--- src/rtl/cla_addsub_pipe_pkg.sv ---
// Shared types and constants for the pipelined carry-lookahead add/subtract unit.
// Stage registers are sized from WIDTH_DEF, so the top is built at the default width.
package cla_addsub_pipe_pkg;

  localparam int WIDTH_DEF = 16;
  localparam int GRP       = 4;
  localparam int HALF_DEF  = WIDTH_DEF / 2;

  typedef struct packed {
    logic                valid;
    logic [HALF_DEF-1:0] lo_sum;
    logic                carry;
    logic [HALF_DEF-1:0] a_hi;
    logic [HALF_DEF-1:0] b_hi_eff;
    logic                sub;
  } s1_t;

  typedef struct packed {
    logic                 valid;
    logic [WIDTH_DEF:0]   result;
    logic                 ovf;
  } s2_t;

endpackage

--- src/rtl/cla_addsub_pipe_if.sv ---
// Operand/result valid-ready bundle; master drives operands and out_ready, slave is the adder.
interface cla_addsub_pipe_if #(
  parameter int WIDTH = cla_addsub_pipe_pkg::WIDTH_DEF
);

  logic             in_valid;
  logic             in_ready;
  logic [WIDTH-1:0] a;
  logic [WIDTH-1:0] b;
  logic             sub;
  logic             out_valid;
  logic             out_ready;
  logic [WIDTH:0]   result;
  logic             ovf;

  modport master (
    output in_valid, a, b, sub, out_ready,
    input  in_ready, out_valid, result, ovf
  );

  modport slave (
    input  in_valid, a, b, sub, out_ready,
    output in_ready, out_valid, result, ovf
  );

endinterface

--- src/rtl/cla_group4.sv ---
// 4-bit carry-lookahead group: all internal carries from generate/propagate in one level.
// Purely combinational; groups are chained through c_i/c_o.
module cla_group4 (
  input  logic [3:0] a_i,
  input  logic [3:0] b_i,
  input  logic       c_i,
  output logic [3:0] s_o,
  output logic       c_o
);

  logic [3:0] g;
  logic [3:0] p;
  logic [4:0] c;

  assign g = a_i & b_i;
  assign p = a_i ^ b_i;

  assign c[0] = c_i;
  assign c[1] = g[0] | (p[0] & c[0]);
  assign c[2] = g[1] | (p[1] & g[0]) | (p[1] & p[0] & c[0]);
  assign c[3] = g[2] | (p[2] & g[1]) | (p[2] & p[1] & g[0]) | (p[2] & p[1] & p[0] & c[0]);
  assign c[4] = g[3] | (p[3] & g[2]) | (p[3] & p[2] & g[1]) | (p[3] & p[2] & p[1] & g[0])
              | (p[3] & p[2] & p[1] & p[0] & c[0]);

  assign s_o = p ^ c[3:0];
  assign c_o = c[4];

endmodule

--- src/rtl/cla_addsub_pipe.sv ---
// Two-stage add/subtract: low half in stage 1, high half plus carry/borrow/overflow in stage 2.
// Latency 2, one result per cycle; each stage stalls only when the stage after it is full and stalled.
module cla_addsub_pipe
  import cla_addsub_pipe_pkg::*;
#(
  parameter int WIDTH = WIDTH_DEF
) (
  input logic              clk,
  input logic              rst,
  cla_addsub_pipe_if.slave bus
);

  localparam int HALF = WIDTH / 2;
  localparam int NG   = HALF / GRP;

  s1_t s1_q, s1_d;
  s2_t s2_q, s2_d;

  logic in_ready;
  logic s1_adv;
  logic accept;

  assign s1_adv   = !s2_q.valid || bus.out_ready;
  assign in_ready = !s1_q.valid || s1_adv;
  assign accept   = bus.in_valid && in_ready;

  // Subtraction is a + ~b + 1: invert b here and feed sub in as the carry-in.
  logic [WIDTH-1:0] b_eff;
  logic [NG:0]      lo_c;
  logic [HALF-1:0]  lo_sum;

  assign b_eff   = bus.sub ? ~bus.b : bus.b;
  assign lo_c[0] = bus.sub;

  for (genvar g = 0; g < NG; g++) begin : g_lo
    cla_group4 u_grp (
      .a_i (bus.a[g*GRP +: GRP]),
      .b_i (b_eff[g*GRP +: GRP]),
      .c_i (lo_c[g]),
      .s_o (lo_sum[g*GRP +: GRP]),
      .c_o (lo_c[g+1])
    );
  end

  always_comb begin
    s1_d          = '0;
    s1_d.valid    = accept;
    s1_d.lo_sum   = lo_sum;
    s1_d.carry    = lo_c[NG];
    s1_d.a_hi     = bus.a[WIDTH-1:HALF];
    s1_d.b_hi_eff = b_eff[WIDTH-1:HALF];
    s1_d.sub      = bus.sub;
  end

  logic [NG:0]     hi_c;
  logic [HALF-1:0] hi_sum;
  logic            c_msb_in;

  assign hi_c[0] = s1_q.carry;

  for (genvar g = 0; g < NG; g++) begin : g_hi
    cla_group4 u_grp (
      .a_i (s1_q.a_hi[g*GRP +: GRP]),
      .b_i (s1_q.b_hi_eff[g*GRP +: GRP]),
      .c_i (hi_c[g]),
      .s_o (hi_sum[g*GRP +: GRP]),
      .c_o (hi_c[g+1])
    );
  end

  // Carry into the MSB recovered from its sum bit, so the groups need no extra output.
  assign c_msb_in = hi_sum[HALF-1] ^ s1_q.a_hi[HALF-1] ^ s1_q.b_hi_eff[HALF-1];

  always_comb begin
    s2_d        = '0;
    s2_d.valid  = s1_q.valid;
    s2_d.result = {hi_c[NG] ^ s1_q.sub, hi_sum, s1_q.lo_sum};
    s2_d.ovf    = c_msb_in ^ hi_c[NG];
  end

  always_ff @(posedge clk or posedge rst) begin
    if (rst) begin
      s1_q <= '0;
      s2_q <= '0;
    end else begin
      if (in_ready) begin
        s1_q <= s1_d;
      end
      if (s1_adv) begin
        s2_q <= s2_d;
      end
    end
  end

  assign bus.in_ready  = in_ready;
  assign bus.out_valid = s2_q.valid;
  assign bus.result    = s2_q.result;
  assign bus.ovf       = s2_q.ovf;

endmodule

--- src/flat_wrapper.sv ---
// flat-port wrapper written by rule: the top's interface ports become plain ports
module cla_addsub_pipe_flat import cla_addsub_pipe_pkg::*;
#(
  parameter int WIDTH = WIDTH_DEF
)
  (clk, rst, bus_in_valid, bus_a, bus_b, bus_sub, bus_out_ready, bus_in_ready, bus_out_valid, bus_result, bus_ovf);
  cla_addsub_pipe_if #(.WIDTH(WIDTH)) bus_i ();
  input logic clk;
  input logic rst;
  input wire logic [$bits(bus_i.in_valid)-1:0] bus_in_valid;
  input wire logic [$bits(bus_i.a)-1:0] bus_a;
  input wire logic [$bits(bus_i.b)-1:0] bus_b;
  input wire logic [$bits(bus_i.sub)-1:0] bus_sub;
  input wire logic [$bits(bus_i.out_ready)-1:0] bus_out_ready;
  output wire logic [$bits(bus_i.in_ready)-1:0] bus_in_ready;
  output wire logic [$bits(bus_i.out_valid)-1:0] bus_out_valid;
  output wire logic [$bits(bus_i.result)-1:0] bus_result;
  output wire logic [$bits(bus_i.ovf)-1:0] bus_ovf;
  assign bus_i.in_valid = bus_in_valid;
  assign bus_i.a = bus_a;
  assign bus_i.b = bus_b;
  assign bus_i.sub = bus_sub;
  assign bus_i.out_ready = bus_out_ready;
  assign bus_in_ready = bus_i.in_ready;
  assign bus_out_valid = bus_i.out_valid;
  assign bus_result = bus_i.result;
  assign bus_ovf = bus_i.ovf;
  cla_addsub_pipe #(.WIDTH(WIDTH)) u_core (.clk(clk), .rst(rst), .bus(bus_i));
endmodule
--- config.mk ---
export PLATFORM = sky130hd
export DESIGN_NAME = cla_addsub_pipe_flat
export DESIGN_NICKNAME = d
export VERILOG_FILES = /design/src/rtl/cla_addsub_pipe_pkg.sv /design/src/rtl/cla_addsub_pipe_if.sv /design/src/rtl/cla_group4.sv /design/src/rtl/cla_addsub_pipe.sv /design/src/flat_wrapper.sv
export SDC_FILE = /design/constraint.sdc
export NUM_CORES = 1
export LEC_CHECK = 0
export CORE_MARGIN = 1.5
export CORE_UTILIZATION = 41
export DETAILED_ROUTE_END_ITERATION = 6
export PLACE_DENSITY = 0.77
export SLEW_MARGIN = 15
export SYNTH_ARGS = -nofsm -noshare
export SYNTH_HDL_FRONTEND = slang
export SYNTH_SLANG_ARGS = --single-unit
--- constraint.sdc ---
create_clock -name clk -period 2.8 [get_ports clk]
set_input_delay 0.56 -clock clk [delete_from_list [all_inputs] [get_ports clk]]
set_output_delay 0.56 -clock clk [all_outputs]
set_load 0.05 [all_outputs]
* Yosys cells after proc, flatten, opt, wreduce, memory -nomap -nowiden
Cells that the tools add are included.
Word-level totals: output and inout bits 20, word-level logic and storage cells 136, register bits 46
Operators by class: multiplexer cells 1, reductions and logical operators 5, bitwise gates (word level) 121
Operators by type and width (count):
- 1-bit bitwise AND | 64
- 1-bit bitwise OR | 40
- 4-bit XOR | 8
- 4-bit bitwise AND | 4
- 16-bit two-way mux | 1
- 16-bit inverter | 1
- 1-bit XOR | 4
- 1-bit zero test | 2
- 1-bit logical OR | 2
- 1-bit logical AND | 1

* Depth between registers and ports, before layout
Gate-level depths: netlist of the first run.
depth in word-level cells 12, mapped depth 13

* Hierarchy
Synthesis of the first run repeated with hierarchy kept, for this count alone.
Unflattened totals: cells, all modules 189, area total of the unflattened synthesis 2477.4 sq um
By module, submodules not included:
- cla_addsub_pipe | area an instance 1931.9 sq um, instances 1, cells each 133, sequential area each 1151.1 sq um
- cla_group4 (u_core.g_hi[1].u_grp ...) | area an instance 132.6 sq um, instances 3, cells each 13, sequential area each 0.0 sq um
- cla_group4 (u_core.g_hi[0].u_grp) | area an instance 147.6 sq um, instances 1, cells each 17, sequential area each 0.0 sq um

* Least setup slack after synthesis of the first run
OpenSTA, ideal clock, no wires.
kind in2reg, start point input port bus_sub, end point register u_core.s1_q[22] (netlist name), required time 2.722 ns, library setup time 0.078 ns, slack -0.035 ns, stages on the path 12, arrival time 2.757 ns, cell sequence buf_2 -> buf_2 -> xor2_1 -> ha_1 -> a21o_1 -> a21oi_1 -> nor2b_1 -> nor2_1 -> nor2b_1 -> nor2_1 -> fa_1 -> a21oi_1
On the way: cells in the longest elaborated chain, start to end 8, elaborated cells on any way between the ends 16
Ends and longest elaborated chain:
- start, declared | line flat_wrapper.sv:13 | input wire logic [$bits(bus_i.sub)-1:0] bus_sub;
- 16-bit two-way mux | line cla_addsub_pipe.sv:32 | assign b_eff = bus.sub ? ~bus.b : bus.b;
- 4-bit XOR or 4-bit bitwise AND (tied branches) | line cla_group4.sv:16, cla_group4.sv:15
- 1-bit bitwise AND, on equally long branches | line cla_group4.sv:22, cla_group4.sv:23
- 1-bit bitwise OR (tied with other cells) (2 in a row) | line cla_group4.sv:22 | assign c[4] = g[3] | (p[3] & g[2]) | (p[3] & p[2] & g[1]) | (p[3] & p[2] & p[1] & g[0])
- 1-bit bitwise OR or 1-bit bitwise AND (tied branches) | line cla_group4.sv:22, cla_group4.sv:23
- 1-bit bitwise OR | line cla_group4.sv:23 | | (p[3] & p[2] & p[1] & p[0] & c[0]);
- 4-bit XOR * | line cla_group4.sv:25 | assign s_o = p ^ c[3:0];
- end signal, assigned | line cla_addsub_pipe.sv:83 | s1_q <= '0;
- end signal, assigned | line cla_addsub_pipe.sv:87 | s1_q <= s1_d;
- end, declared | line cla_addsub_pipe.sv:16 | s1_t s1_q, s1_d;
Mark *: on every way between the ends. The rest lies on a longest branch, timed or not. A chain may end at the register's enable or synchronous reset.

* Final worst setup path of the first run
start point input port bus_b[0], end point register u_core.s1_q[22] (netlist name)
On the way: cells in the longest elaborated chain, start to end 7, elaborated cells on any way between the ends 10
Ends and longest elaborated chain:
- start, declared | line flat_wrapper.sv:12 | input wire logic [$bits(bus_i.b)-1:0] bus_b;
- 16-bit inverter | line cla_addsub_pipe.sv:32
- 16-bit two-way mux * | line cla_addsub_pipe.sv:32
- 4-bit bitwise AND or 4-bit XOR (tied branches) | line cla_group4.sv:15, cla_group4.sv:16
- 1-bit bitwise AND, on equally long branches | line cla_group4.sv:22, cla_group4.sv:23
- 1-bit bitwise OR or 1-bit bitwise AND (tied branches) | line cla_group4.sv:22, cla_group4.sv:23
- 1-bit bitwise OR * | line cla_group4.sv:23
- 4-bit XOR * | line cla_group4.sv:25
Marked as above.

==> out/metrics.cfg, run 1 <==
[critical_path]
startpoint_type=input port
cp.required_ns=3.02
path_max_fanout=2
critPathCaptureType=flop
critPathKind=in -> reg
cp.arrival_ns=2.77

[drt]
drc=0
drt-initial-drc-count=97
wirelength_um=4626
ant_nets=0
num_vias=1908
first_pass_iters=4
viasPerCell=4.700
post_drt_wl_per_cell_um=11.39

[final_layout]
finalNetCount=387
finalCoreUtilization_pct=56.25
synthToLayoutAreaGrowth_pct=32.70
diodes=0
drive_gt1_share_pct=8.459

[synth]
yosys_warnings=0
synth_ff_type=dfrtp_1
synth-edff-count=0
synth_area_leaders=dfrtp_1 (46%), nand2_1 (10%), ha_1 (8.0%)
ys_ff_latch=46
synthTopCellsByCount=nand2_1 (68), dfrtp_1 (46), ha_1 (16), o21ai_0 (16), xor2_1 (16)
synthArstFlopShare_pct=100.0
synthesis.area_um2=2495
synth.distinct_cells=35
synth_area_leader_cell=dfrtp_1
netlist.area_leader.share_pct=46.14
avgSynthCellArea_um2=9.379
ys_seq_area_share_pct=46.14
synthCells=266
synth.net_count=322
synth_most_common_cell=nand2_1

[outcome]
run_status=complete, no violations

[clocking]
cts_sinks=46
clock_path_buffers=2
cts_root_buf=clkbuf_8
cts_resized=0
cts_tree=built
post_cts_buffers=0
htreeDepth=2
cts_hold_buf=0
clock_insertion_delay_worst_skew_ns=0.30
path_clk_slew_ns=0.08
cts_buffers=5

[flow_run]
drv_cap=0

[global_routing]
grt_pass1_vias=1873
grt_util_all_layers_pct=15.96
antenna_found_initial=0
grt_max_degree=27
grt_pass1_wl_um=8024
gr-total-overflow=0

[power]
powerDensity_nw_per_um2=755.7
p_leak_nw=1.509
peakVddDrop_v=0.0003884

[timing]
slew_viol_final=0
finClkSkew_ns=0.007477
max_clock_freq_mhz=393.0
rsz0062_at_grt=false
maxSlewHeadroom_pct=58.38
finalSetupViolCount=0
min_period_over_period_pct=90.87
period_minus_slack_ns=2.544
worst_pin_slew_ns=0.6243
hold_viol_final=0
finalSetupTns_ns=0
worst_slack_ns=0.2557

[min_path]
hold_path_class=reg -> reg

[placed_design]
pre_cts_slack_ns=-0.07881
gp_congestion=0.8236
hpwl_um=3763
port_buffers=56

[floorplan]
core.rowCount=28
core-area_um2=5886
start_util_pct=42.39
die_y_um=81.01
die_w_um=81.01
ios=57
dieArea_um2=6562

## state kept, by name (all words and copies together) (netlist names)
name,flops
u_core.bus.result,17
u_core.bus.out_valid,1
u_core.hi_c,1
u_core.s1_q,26
u_core.bus.ovf,1
## path summary, 6_finish.rpt
| path | endpoint | cells past startpoint | startpoint | slack, ns |
|---|---|---|---|---|
| worst max-delay path | u_core.s1_q[22]$_DFFE_PP0N_ | 11 | bus_b[0] | 0.26 |
| worst min-delay path | u_core.bus.out_valid$_DFFE_PP0P_ | 1 | u_core.s1_q[26]$_DFFE_PP0N_ | 0.46 |
| worst max register to register | u_core.bus.result[13]$_DFFE_PP0P_ | 8 | u_core.s1_q[9]$_DFFE_PP0N_ | 0.62 |
| worst min register to register | u_core.bus.out_valid$_DFFE_PP0P_ | 1 | u_core.s1_q[26]$_DFFE_PP0N_ | 0.46 |
| max in group asynchronous | u_core.s1_q[21]$_DFFE_PP0N_ | 3 | rst | 1.66 |
| min in group asynchronous | u_core.bus.result[7]$_DFFE_PP0P_ | 2 | rst | 0.59 |
## power breakdown
group	total (mW)	internal [mW]	switching, mW
combinational	1.08	0.432	0.653
clock	0.491	0.285	0.205
sequential	0.926	0.827	0.0998
## routing by layer
metal	part of all wire (%)	GRT usage, %	vias to the layer above
met5	0	0	-
li1	-	-	993
met3	5.0	3.146	9
met4	2.2	6.724	0
met2	48	27.17	38
met1	45	19.71	868
## area by class of cell
class                           count  area [um2]
Fill cell                         528        2575
Multi-Input combinational cell    198        1252
Sequential cell                    46        1151
Tap cell                           75       93.84
Clock buffer                        6       82.58
Timing Repair Buffer               70       663.1
Clock inverter                      1       30.03
Inverter                           10       37.54
## cells by family after synthesis
| family | count (synthesis) | share of synthesized area (%) |
|---|---|---|
| flip-flops | 46 | 46.14 |
| adder cells (fa/ha/maj) | 19 | 10.43 |
| buffers and inverters | 22 | 3.660 |
| multiplexers | 2 | 0.8024 |
| XOR/XNOR | 30 | 10.53 |
| AND/OR/NAND/NOR | 104 | 17.85 |
| AO/OA/AOI/OAI | 43 | 10.58 |
## cells in the final DEF, fill, tap and decap left out, types with 3 or more instances in the layout
cell / count
xor2_1: 16
clkdlybuf4s50_1: 55
nand2_1: 68
a21oi_1: 13
clkbuf_8: 6
o21ai_1: 3
fa_1: 3
nor2_1: 15
o21ai_0: 16
nand2b_1: 5
buf_4: 15
ha_1: 16
nor3_1: 4
nor2b_1: 3
xnor2_1: 14
inv_1: 8
dfrtp_1: 46
o21a_1: 3
## metrics by stage
| stage | std cells | hold slack [ns] | power (mW) | cell area (um2) |
|---|---|---|---|---|
| after detailed placement | 399 | 0.4425 | 2.036 | 3198 |
| after global routing | 406 | 0.4768 | 2.656 | 3311 |
| after global placement | 399 | 0.4276 | 2.008 | 3198 |
| after floorplan | 266 | 0.4252 | 1.666 | 2497 |
| final | 406 | 0.4561 | 2.502 | 3311 |
| after CTS | 406 | 0.4593 | 2.529 | 3311 |
## worst max-delay path, stage by stage
cell,delay (ns)
clkdlybuf4s50_1,0.49
xor2_1,0.15
ha_1,0.26
a21o_1,0.18
a21oi_1,0.18
nor2b_1,0.08
nor2_1,0.13
nor2b_1,0.06
nor2_1,0.12
fa_1,0.43
a21oi_1,0.13
Note: power is estimated with default switching activity, not from simulation.
==> inputs of run 2 (changes only) <==
--- a/config.mk
+++ b/config.mk
@@ -9,6 +9,7 @@
 export CORE_UTILIZATION = 41
 export DETAILED_ROUTE_END_ITERATION = 6
 export PLACE_DENSITY = 0.77
+export RECOVER_POWER = 50
 export SLEW_MARGIN = 15
 export SYNTH_ARGS = -nofsm -noshare
 export SYNTH_HDL_FRONTEND = slang
==> out/metrics.cfg, run 2 (synthesis gave the netlist of run 1 again) <==
[outcome]
run_status=complete, no violations

[clocking]
cts_tree=built
cts_buffers=5
path_clk_slew_ns=0.08
clock_path_buffers=2
clock_insertion_delay_worst_skew_ns=0.30
cts_resized=0
cts_hold_buf=0
htreeDepth=2
cts_root_buf=clkbuf_8
post_cts_buffers=0
cts_sinks=46

[critical_path]
path_buf_inv=1
critPathCaptureType=flop
cp.required_ns=3.02
startpoint_type=input port
critPathKind=in -> reg
rrSetupSlack_ns=0.62
timing.rr.end=u_core.bus.result[13]$_DFFE_PP0P_
r2r_start=u_core.s1_q[9]$_DFFE_PP0N_
path_cells=clkdlybuf4s50_1 -> xor2_1 -> ha_1 -> a21o_1 -> a21oi_1 -> nor2b_1 -> nor2_1 -> nor2b_1 -> nor2_1 -> fa_1 -> a21oi_1
cp_slowest_cell=clkdlybuf4s50_1
crit_family=adder cells
critPathLaunch=bus_b[0]
cp.arrival_ns=2.77
slowest_delay_ns=0.49
path_max_fanout=2
reg2reg_depth=8

[final_layout]
final_cell_mix=nand2_1 (68), clkdlybuf4s50_1 (53), dfrtp_1 (46)
diodes=0
drive_gt1_share_pct=7.553
largest_reg_flops=26
finalCoreUtilization_pct=56.12
synthToLayoutAreaGrowth_pct=32.40
finalNetCount=387
mostFrequentLayoutCell=nand2_1
stdcell_count=406
regMostFlops=u_core.s1_q

[timing]
hold_viol_final=0
finalSetupViolCount=0
finalSetupTns_ns=0
worst_pin_slew_ns=0.8244
max_clock_freq_mhz=392.9
min_period_over_period_pct=90.90
finClkSkew_ns=0.007497
worst_slack_ns=0.2548
rsz0062_at_grt=false
maxSlewHeadroom_pct=44.98
slew_viol_final=0
period_minus_slack_ns=2.545

[floorplan]
die_w_um=81.01
die_y_um=81.01
start_util_pct=42.39
core.rowCount=28
core-area_um2=5886
dieArea_um2=6562
ios=57

[drt]
num_vias=1910
first_pass_iters=4
drc=0
viasPerCell=4.704
drt-initial-drc-count=97
wirelength_um=4622
post_drt_wl_per_cell_um=11.38
ant_nets=0

[global_routing]
grt_pass1_wl_um=8024
antenna_found_initial=0
grt_use_met2_pct=27.17
met3_usage_pct=3.146
grt_max_degree=27
grt_use_met1_pct=19.71
top_usage_layer=met2
grt_pass1_vias=1873
grt_util_all_layers_pct=15.96
gr-total-overflow=0

[placed_design]
hpwl_um=3763
dpl.cell_count=399
gp_congestion=0.8236
pre_cts_slack_ns=-0.07881
port_buffers=56

[min_path]
hp-start=u_core.s1_q[26]$_DFFE_PP0N_
hold_path_class=reg -> reg
hold_path_depth=1
hold_path_end=u_core.bus.out_valid$_DFFE_PP0P_

[power]
p_leak_nw=1.503
total_power_mw=2.500
powerDensity_nw_per_um2=756.8
peakVddDrop_v=0.0003884

[flow_run]
drv_cap=0

-- run 2: cell count changes in the layout (fill, tap and decap cells not counted) --
cell             before  now
inv_1                 8    9
inv_2                 2    1
clkdlybuf4s50_1      55   53
clkbuf_1              0    2
dlygate4sd3_1         0    2
buf_4                15   13
-- run 2: cell type report --
type                       instances  area [um2]
tap                               75       93.84
timing repair buffer              70       655.6
multi-input combinational        198        1252
inverter                          10       37.54
clock inverter                     1       30.03
clock buffer                       6       82.58
fill                             530        2582
sequential                        46        1151
-- run 2: routing by layer --
layer	vias up	part of all wire, %
li1	993	-
met3	9	5.0
met4	0	2.2
met5	-	0
met1	870	45
met2	38	48
-- run 2: worst max-delay path by stage --
stage,to,slack (ns),cells after the start
2_1_floorplan,u_core.s1_q[22]$_DFFE_PP0N_,0.03,12
3_3_place_gp,u_core.s1_q[22]$_DFFE_PP0N_,0.005,11
3_5_place_dp,u_core.s1_q[22]$_DFFE_PP0N_,-0.08,11
4_1_cts,u_core.s1_q[22]$_DFFE_PP0N_,0.23,11
5_1_grt,u_core.s1_q[22]$_DFFE_PP0N_,0.04,11
6_report,u_core.s1_q[22]$_DFFE_PP0N_,0.25,11
-- run 2: power by group --
part | internal [mW] | switching (mW)
logic | 0.430 | 0.653
registers | 0.827 | 0.0998
clock network | 0.285 | 0.205
-- run 2: metrics by stage --
stage          hold WS (ns)  cell area, um2
6_report             0.4561            3303
5_1_grt              0.4768            3303
4_1_cts              0.4593            3311
3_5_place_dp         0.4425            3198
3_3_place_gp         0.4276            3198
2_1_floorplan        0.4252            2497
